===== src/rtl/lrf_dummy_stream.sv =====
// lrf_dummy_stream: stand-in for the LRF fusion datapath.
// Passes packed 8-bit pixel beats from an AXI4-Stream slave to an AXI4-Stream
// master through a 2-entry skid buffer. It keeps output-side beat and frame
// counters, and the output TLAST comes from the beat counter.
// Optional feature, enabled by defining LRF_DUMMY_FRAME_TAG_EN: the MSB byte of
// beat 0 of each output frame carries the frame index (0..N_FUSE_COUNT-1).
module lrf_dummy_stream #(
  parameter int PIXELS_PER_BEAT = 16,
  parameter int IMAGE_DIM       = 512,
  parameter int N_FUSE_COUNT    = 4
) (
  input  logic                         s_axis_aclk,
  input  logic                         s_axis_aresetn,
  input  logic [8*PIXELS_PER_BEAT-1:0] s_axis_tdata,
  input  logic                         s_axis_tvalid,
  output logic                         s_axis_tready,
  input  logic                         s_axis_tlast,
  output logic [8*PIXELS_PER_BEAT-1:0] m_axis_tdata,
  output logic                         m_axis_tvalid,
  input  logic                         m_axis_tready,
  output logic                         m_axis_tlast
);

  localparam int DW  = 8 * PIXELS_PER_BEAT;
  localparam int WPF = IMAGE_DIM * IMAGE_DIM / PIXELS_PER_BEAT;
  localparam int BW  = $clog2(WPF + 1);
  localparam int FW  = $clog2(N_FUSE_COUNT + 1);
  localparam logic [BW-1:0] BEAT_LAST  = BW'(WPF - 1);
  localparam logic [FW-1:0] FRAME_LAST = FW'(N_FUSE_COUNT - 1);

  // Framing is derived from the beat counter, so the input TLAST is not used.
  logic unused_tlast;
  assign unused_tlast = s_axis_tlast;

  logic          out_valid_q, out_valid_d;
  logic [DW-1:0] out_data_q,  out_data_d;
  logic          out_last_q,  out_last_d;
  logic          skid_valid_q, skid_valid_d;
  logic [DW-1:0] skid_data_q,  skid_data_d;
  logic          ready_q,     ready_d;
  logic [BW-1:0] beat_q,      beat_d;
  logic [FW-1:0] frame_q,     frame_d;
  logic          s_hs, m_hs;
  logic [DW-1:0] load_data;

  assign s_axis_tready = ready_q;
  assign m_axis_tvalid = out_valid_q;
  assign m_axis_tdata  = out_data_q;
  assign m_axis_tlast  = out_last_q;

  // Next-state logic for the skid buffer and the beat and frame counters.
  always_comb begin
    s_hs         = s_axis_tvalid & ready_q;
    m_hs         = out_valid_q & m_axis_tready;
    beat_d       = beat_q;
    frame_d      = frame_q;
    out_valid_d  = out_valid_q;
    out_data_d   = out_data_q;
    skid_valid_d = skid_valid_q;
    skid_data_d  = skid_data_q;

    // beat_d is the index of the beat at the head of the buffer after this edge.
    if (m_hs) begin
      if (beat_q == BEAT_LAST) begin
        beat_d  = '0;
        frame_d = (frame_q == FRAME_LAST) ? '0 : frame_q + FW'(1);
      end else begin
        beat_d = beat_q + BW'(1);
      end
    end

    // Any beat that moves into the output register becomes the head beat.
    // The tag is applied at that point, so a stalled beat is never modified again.
    load_data = skid_valid_q ? skid_data_q : s_axis_tdata;
`ifdef LRF_DUMMY_FRAME_TAG_EN
    if (beat_d == '0) begin
      load_data[DW-1 -: 8] = 8'(frame_d);
    end
`endif

    if (!out_valid_q || m_hs) begin
      if (skid_valid_q) begin
        out_valid_d  = 1'b1;
        out_data_d   = load_data;
        skid_valid_d = s_hs;
        if (s_hs) begin
          skid_data_d = s_axis_tdata;
        end
      end else begin
        out_valid_d = s_hs;
        if (s_hs) begin
          out_data_d = load_data;
        end
      end
    end else if (s_hs) begin
      skid_valid_d = 1'b1;
      skid_data_d  = s_axis_tdata;
    end

    out_last_d = out_valid_d && (beat_d == BEAT_LAST);
    ready_d    = !(out_valid_d && skid_valid_d);
  end

  // State registers; a synchronous reset clears the buffer and both counters.
  always_ff @(posedge s_axis_aclk) begin
    if (!s_axis_aresetn) begin
      out_valid_q  <= 1'b0;
      out_data_q   <= '0;
      out_last_q   <= 1'b0;
      skid_valid_q <= 1'b0;
      skid_data_q  <= '0;
      ready_q      <= 1'b0;
      beat_q       <= '0;
      frame_q      <= '0;
    end else begin
      out_valid_q  <= out_valid_d;
      out_data_q   <= out_data_d;
      out_last_q   <= out_last_d;
      skid_valid_q <= skid_valid_d;
      skid_data_q  <= skid_data_d;
      ready_q      <= ready_d;
      beat_q       <= beat_d;
      frame_q      <= frame_d;
    end
  end

endmodule


===== config.mk =====
export PLATFORM = sky130hd
export DESIGN_NAME = lrf_dummy_stream
export DESIGN_NICKNAME = d
export VERILOG_FILES = /design/src/rtl/lrf_dummy_stream.sv
export SDC_FILE = /design/constraint.sdc
export NUM_CORES = 1
export LEC_CHECK = 0
export CAP_MARGIN = 20
export CORE_ASPECT_RATIO = 0.9
export CORE_MARGIN = 2
export CORE_UTILIZATION = 44
export DETAILED_ROUTE_END_ITERATION = 8
export GPL_ROUTABILITY_DRIVEN = 0
export GPL_TIMING_DRIVEN = 0
export PLACE_DENSITY_LB_ADDON = 0.1
export SETUP_SLACK_MARGIN = 0.05
export SLEW_MARGIN = 20
export SYNTH_ARGS = -nofsm -noshare
export SYNTH_HDL_FRONTEND = slang
export SYNTH_SLANG_ARGS = --single-unit

===== constraint.sdc =====
create_clock -name s_axis_aclk -period 3.41 [get_ports s_axis_aclk]
set_input_delay 1.023 -clock s_axis_aclk [delete_from_list [all_inputs] [get_ports s_axis_aclk]]
set_output_delay 1.023 -clock s_axis_aclk [all_outputs]
set_load 0.1 [all_outputs]

== After elaboration in Yosys (flattened, before gate mapping) ==
Index checks and enable logic that the tools add are counted.
Widths: inputs -> output; s select.

* Register bits after elaboration: 275
* Input bits: 133
* Output and inout bits: 131
* Logic and storage cells: 33

* Add/subtract/negate cells: 1
* Equality and inequality tests: 3
* Muxes and demuxes: 13
* Bitwise gates (word level): 2
* Reductions and logical operators: 7

{| class="wikitable"
|+ Operator list
! cell !! count
|-
| $mux 128 || 6
|-
| $eq 15x14->1 const B || 2
|-
| $mux 15 || 2
|-
| $add 15x1->15 const B || 1
|-
| $mux 1 || 5
|-
| $and 1x1->1 || 2
|-
| $logic_and 1x1->1 || 2
|-
| $logic_not 1->1 || 2
|-
| $ne 2x2->1 const B || 1
|-
| $reduce_and 2->1 || 1
|-
| $reduce_bool 2->1 || 1
|-
| $logic_or 1x1->1 || 1
|}

== Logic depth before layout (Yosys ltp) ==
* Depth after elaboration: 5
* Mapped depth: 7
* Gate-level depth less buffers: 6

== Worst setup path before layout ==
Ideal clock, no wire load.

* Kind: register -> register
* Start point: reg out_valid_q, in the netlist m_axis_tvalid
* End point: reg out_last_q, in the netlist m_axis_tlast
* Library setup time: 0.103 ns
* Data arrival time: 2.253 ns
* Data required time: 3.307 ns
* Slack: 1.053 ns
* Cell stages (with the launch flop): 7
* Path buffers: 1
* Period minus slack after synthesis: 2.357 ns
* Cell sequence: dfxtp_1 nand3_2 or2_2 buf_2 o31ai_1 a21oi_1 a2111oi_2

* Cells in the longest elaborated chain, start to end: 4
* Elaborated cells between the ends (all ways): 7

{| class="wikitable"
|+ RTL lines
! item !! line !! RTL
|-
| from (decl) || 35 || <nowiki>logic out_valid_q, out_valid_d;</nowiki>
|-
| from (signal assigned) || 116 || <nowiki>out_valid_q <= out_valid_d;</nowiki>
|-
| $and 1x1->1 / $logic_not 1->1 (equally long branches) || 54, 81 ||
|-
| $mux 15 / $logic_or 1x1->1 (equally long branches) || 63, 81 ||
|-
| $eq 15x14->1 / $mux 1 (equally long branches) || 100, 81 ||
|-
| $logic_and 1x1->1 * || 100 || <nowiki>out_last_d = out_valid_d && (beat_d == BEAT_LAST);</nowiki>
|-
| to (signal assigned) || 118 || <nowiki>out_last_q <= out_last_d;</nowiki>
|-
| to (decl) || 37 || <nowiki>logic out_last_q, out_last_d;</nowiki>
|}

Every way passes the cells marked *; elsewhere a longest branch is shown, timed or not.
A chain may end at the register's enable or synchronous reset.

== Worst setup path after layout ==
* Start point: reg out_valid_q, in the netlist m_axis_tvalid
* End point: out m_axis_tvalid

{| class="wikitable"
|+ RTL lines
! item !! line !! RTL
|-
| to (decl) || 19 || <nowiki>output logic m_axis_tvalid,</nowiki>
|}

No word-level cell between the ends.

==> reports/qor.txt <==
Inst Count DP - 1860
synth unique cells - 42
Min Hold Slack - 444.9 ps
CTS-repair resized insts - 0
Final Hold Viols - 0
max-cap violation count - 0
total track usage - 22.13%
Slowest-stage cell, CP - clkdlybuf4s50_1
Ant. Diodes - 0
Worst Path Arrival - 2170 ps
Final setup viols - 0
Post-CTS Setup Inserts - 0
RSZ-0062 raised after global routing - false
Core Rows - 56
Post-layout nets - 1676
largest net degree at the start of global routing - 14
clock-pin slew on the worst setup and hold paths - 60 ps
P per Cell Area - 522.7 nW/um^2
total chip power - 8.087 mW
filler instances - 2305
CP Launch Type - flop
required time of the worst setup path - 2390 ps
post-route minimum period - 3192 ps
DR DRC count - 0
Area Overhead vs Synth - 34.35%
# port buffers - 262
initial detailed-routing violation count - 498
crit path capture type - output pin
ratio of cells with drive above 1 in the final layout - 4.167%
# clock sinks - 275
IO Pins - 264
Via Count - 9751
Die Ht - 157.5 um
number of synthesis warnings - 0
CP Class - flop to output pin
Yosys top cell area share - 47.81%
number of global-route vias before repair - 9344
Initial Util - 44.42%
final instance count without filler cells - 1908
outcome - finished clean
syn nets - 1384
TNS Setup - 0 ps
Layout Skew - 12.27 ps
mapped cell area - 11520 sq um
Buffers & Inverters on Critical Path - 1
CTS Buffer Depth - 3
CTS tree - done
Yosys reg bits - 275
max-slew violation count - 0
CTS hold repair buffers - 0
first-pass GRT wire length - 49.13 mm
Worst Hold Class - flop to flop
commonest non-fill, non-tap cell in the layout - nand2_1
Final Cycle Share - 93.60%
H-Tree Depth - 1
area leader, netlist - dfxtp_1
Antenna Nets Post-Route - 0
post-DR wirelength/cell - 16.63 um
Die ar. - 27490 sq um
CP peak stage delay - 1190 ps
maximum vdd ir drop - 0.3922 mV
Slew HR - 28.16%
maximum clock rate - 0.3133 GHz
Inserted Clock Buffers - 28
overall routed net length - 31.73 mm
antenna violations before repair - 1
Leakage - 6.380 nW
Skew-Pair Late Insertion Delay - 530 ps
Slew @ Worst Pin - 1074 ps
register area share after synthesis - 47.81%
GRT overflow - 0
ranking of synthesized cells by area - dfxtp_1 (48%), nand2_1 (13%), o211a_1 (11%), mux2i_1 (11%), a21boi_0 (8.4%)
clk root buf - clkbuf_16
via/cell ratio - 5.111
DRT Pass-1 Iters - 5
Core Area - 25920 sq um
cells after synthesis - 1250
maximum fanout along the worst path - 6
Die W - 174.5 um
Avg Inst Size Synth - 9.213 sq um
crit path cell chain - clkdlybuf4s50_1
most frequent cells in the layout - nand2_1 (395), dfxtp_1 (275), clkdlybuf4s50_1 (262)
crit-path leading delay family - buffers and inverters
hpwl dp - 22.31 mm
through the flow:
step | instance area [sq um] | utilization, % | worst slack (ps)
6_report | 15470 | 59.68 | 218.2
5_1_grt | 15470 | 59.68 | 139.2
4_1_cts | 15470 | 59.68 | 194.5
3_5_place_dp | 14570 | 56.22 | -243.8
3_3_place_gp | 14570 | 56.22 | -240.7
2_1_floorplan | 11520 | - | 1053
cell families after synthesis:
family	share of synthesized area, %
simple gates	15.50
compound gates	20.89
flops	47.81
mux	11.13
buf+inv	3.727
xor+xnor	0.8367
fa+ha+maj	0.1086
cells in the mapped netlist (all sizes together):
cell,count
nand4b,1
xnor2,8
o311a,1
o211a,129
nand3,8
o22ai,1
and4,2
o211ai,1
mux2i,128
nor2b,4
a21boi,130
a2111oi,1
nor2,17
o31ai,2
nand3b,1
dfxtp,275
and4b,1
nor3,4
or2,1
o41ai,1
nand2,396
or4,2
o21ai,3
nand2b,2
a21oi,7
a31oi,1
xor2,3
nand4,2
clkbuf,84
buf,21
or3,2
inv,3
ha,1
and2,5
a211oi,2
per-layer routing:
layer | vias up | global-route usage (%) | part of all wire (%)
met5 | - | 0 | 0
met4 | 0 | 5.278 | 2.1
met3 | 42 | 5.725 | 7.0
met2 | 244 | 35.96 | 45
met1 | 4601 | 29.57 | 46
li1 | 4864 | - | -
layout make-up:
cell class              instances  area (sq um)  area share, %
plain buffers                 105         417.9          2.701
clock buffers                  43         848.3          5.483
clock inverters                 5         50.05         0.3235
inverters                       3         11.26        0.07278
multi-input cells             867          5582          36.07
flip-flops and latches        275          5505          35.58
well taps                     348         435.4          2.814
repair buffers                262          2623          16.95
registers in the layout, summed over array words and instances (netlist names):
name and cells:
beat_q 15, m_axis_tdata 128, m_axis_tlast 1, m_axis_tvalid 1, s_axis_tready 1, skid_data_q 128
skid_valid_q 1
final timing paths:
path,startpoint,endpoint,slack [ps],cells past startpoint
max,m_axis_tvalid,m_axis_tvalid,220,1
max reg2reg,m_axis_tvalid,m_axis_tdata[89],940,6
min,beat_q[14],beat_q[14],440,2
min reg2reg,beat_q[14],beat_q[14],440,2
report_power, final:
part           leakage (nW)  total, mW  internal [mW]  switching, mW
Clock                 0.446       3.01           1.77           1.24
Sequential             2.24       3.42           3.35         0.0754
Combinational          3.69       1.66          0.486           1.17
Total                  6.38       8.09           5.60           2.48
No activity file was read; power rests on OpenSTA's default activity.
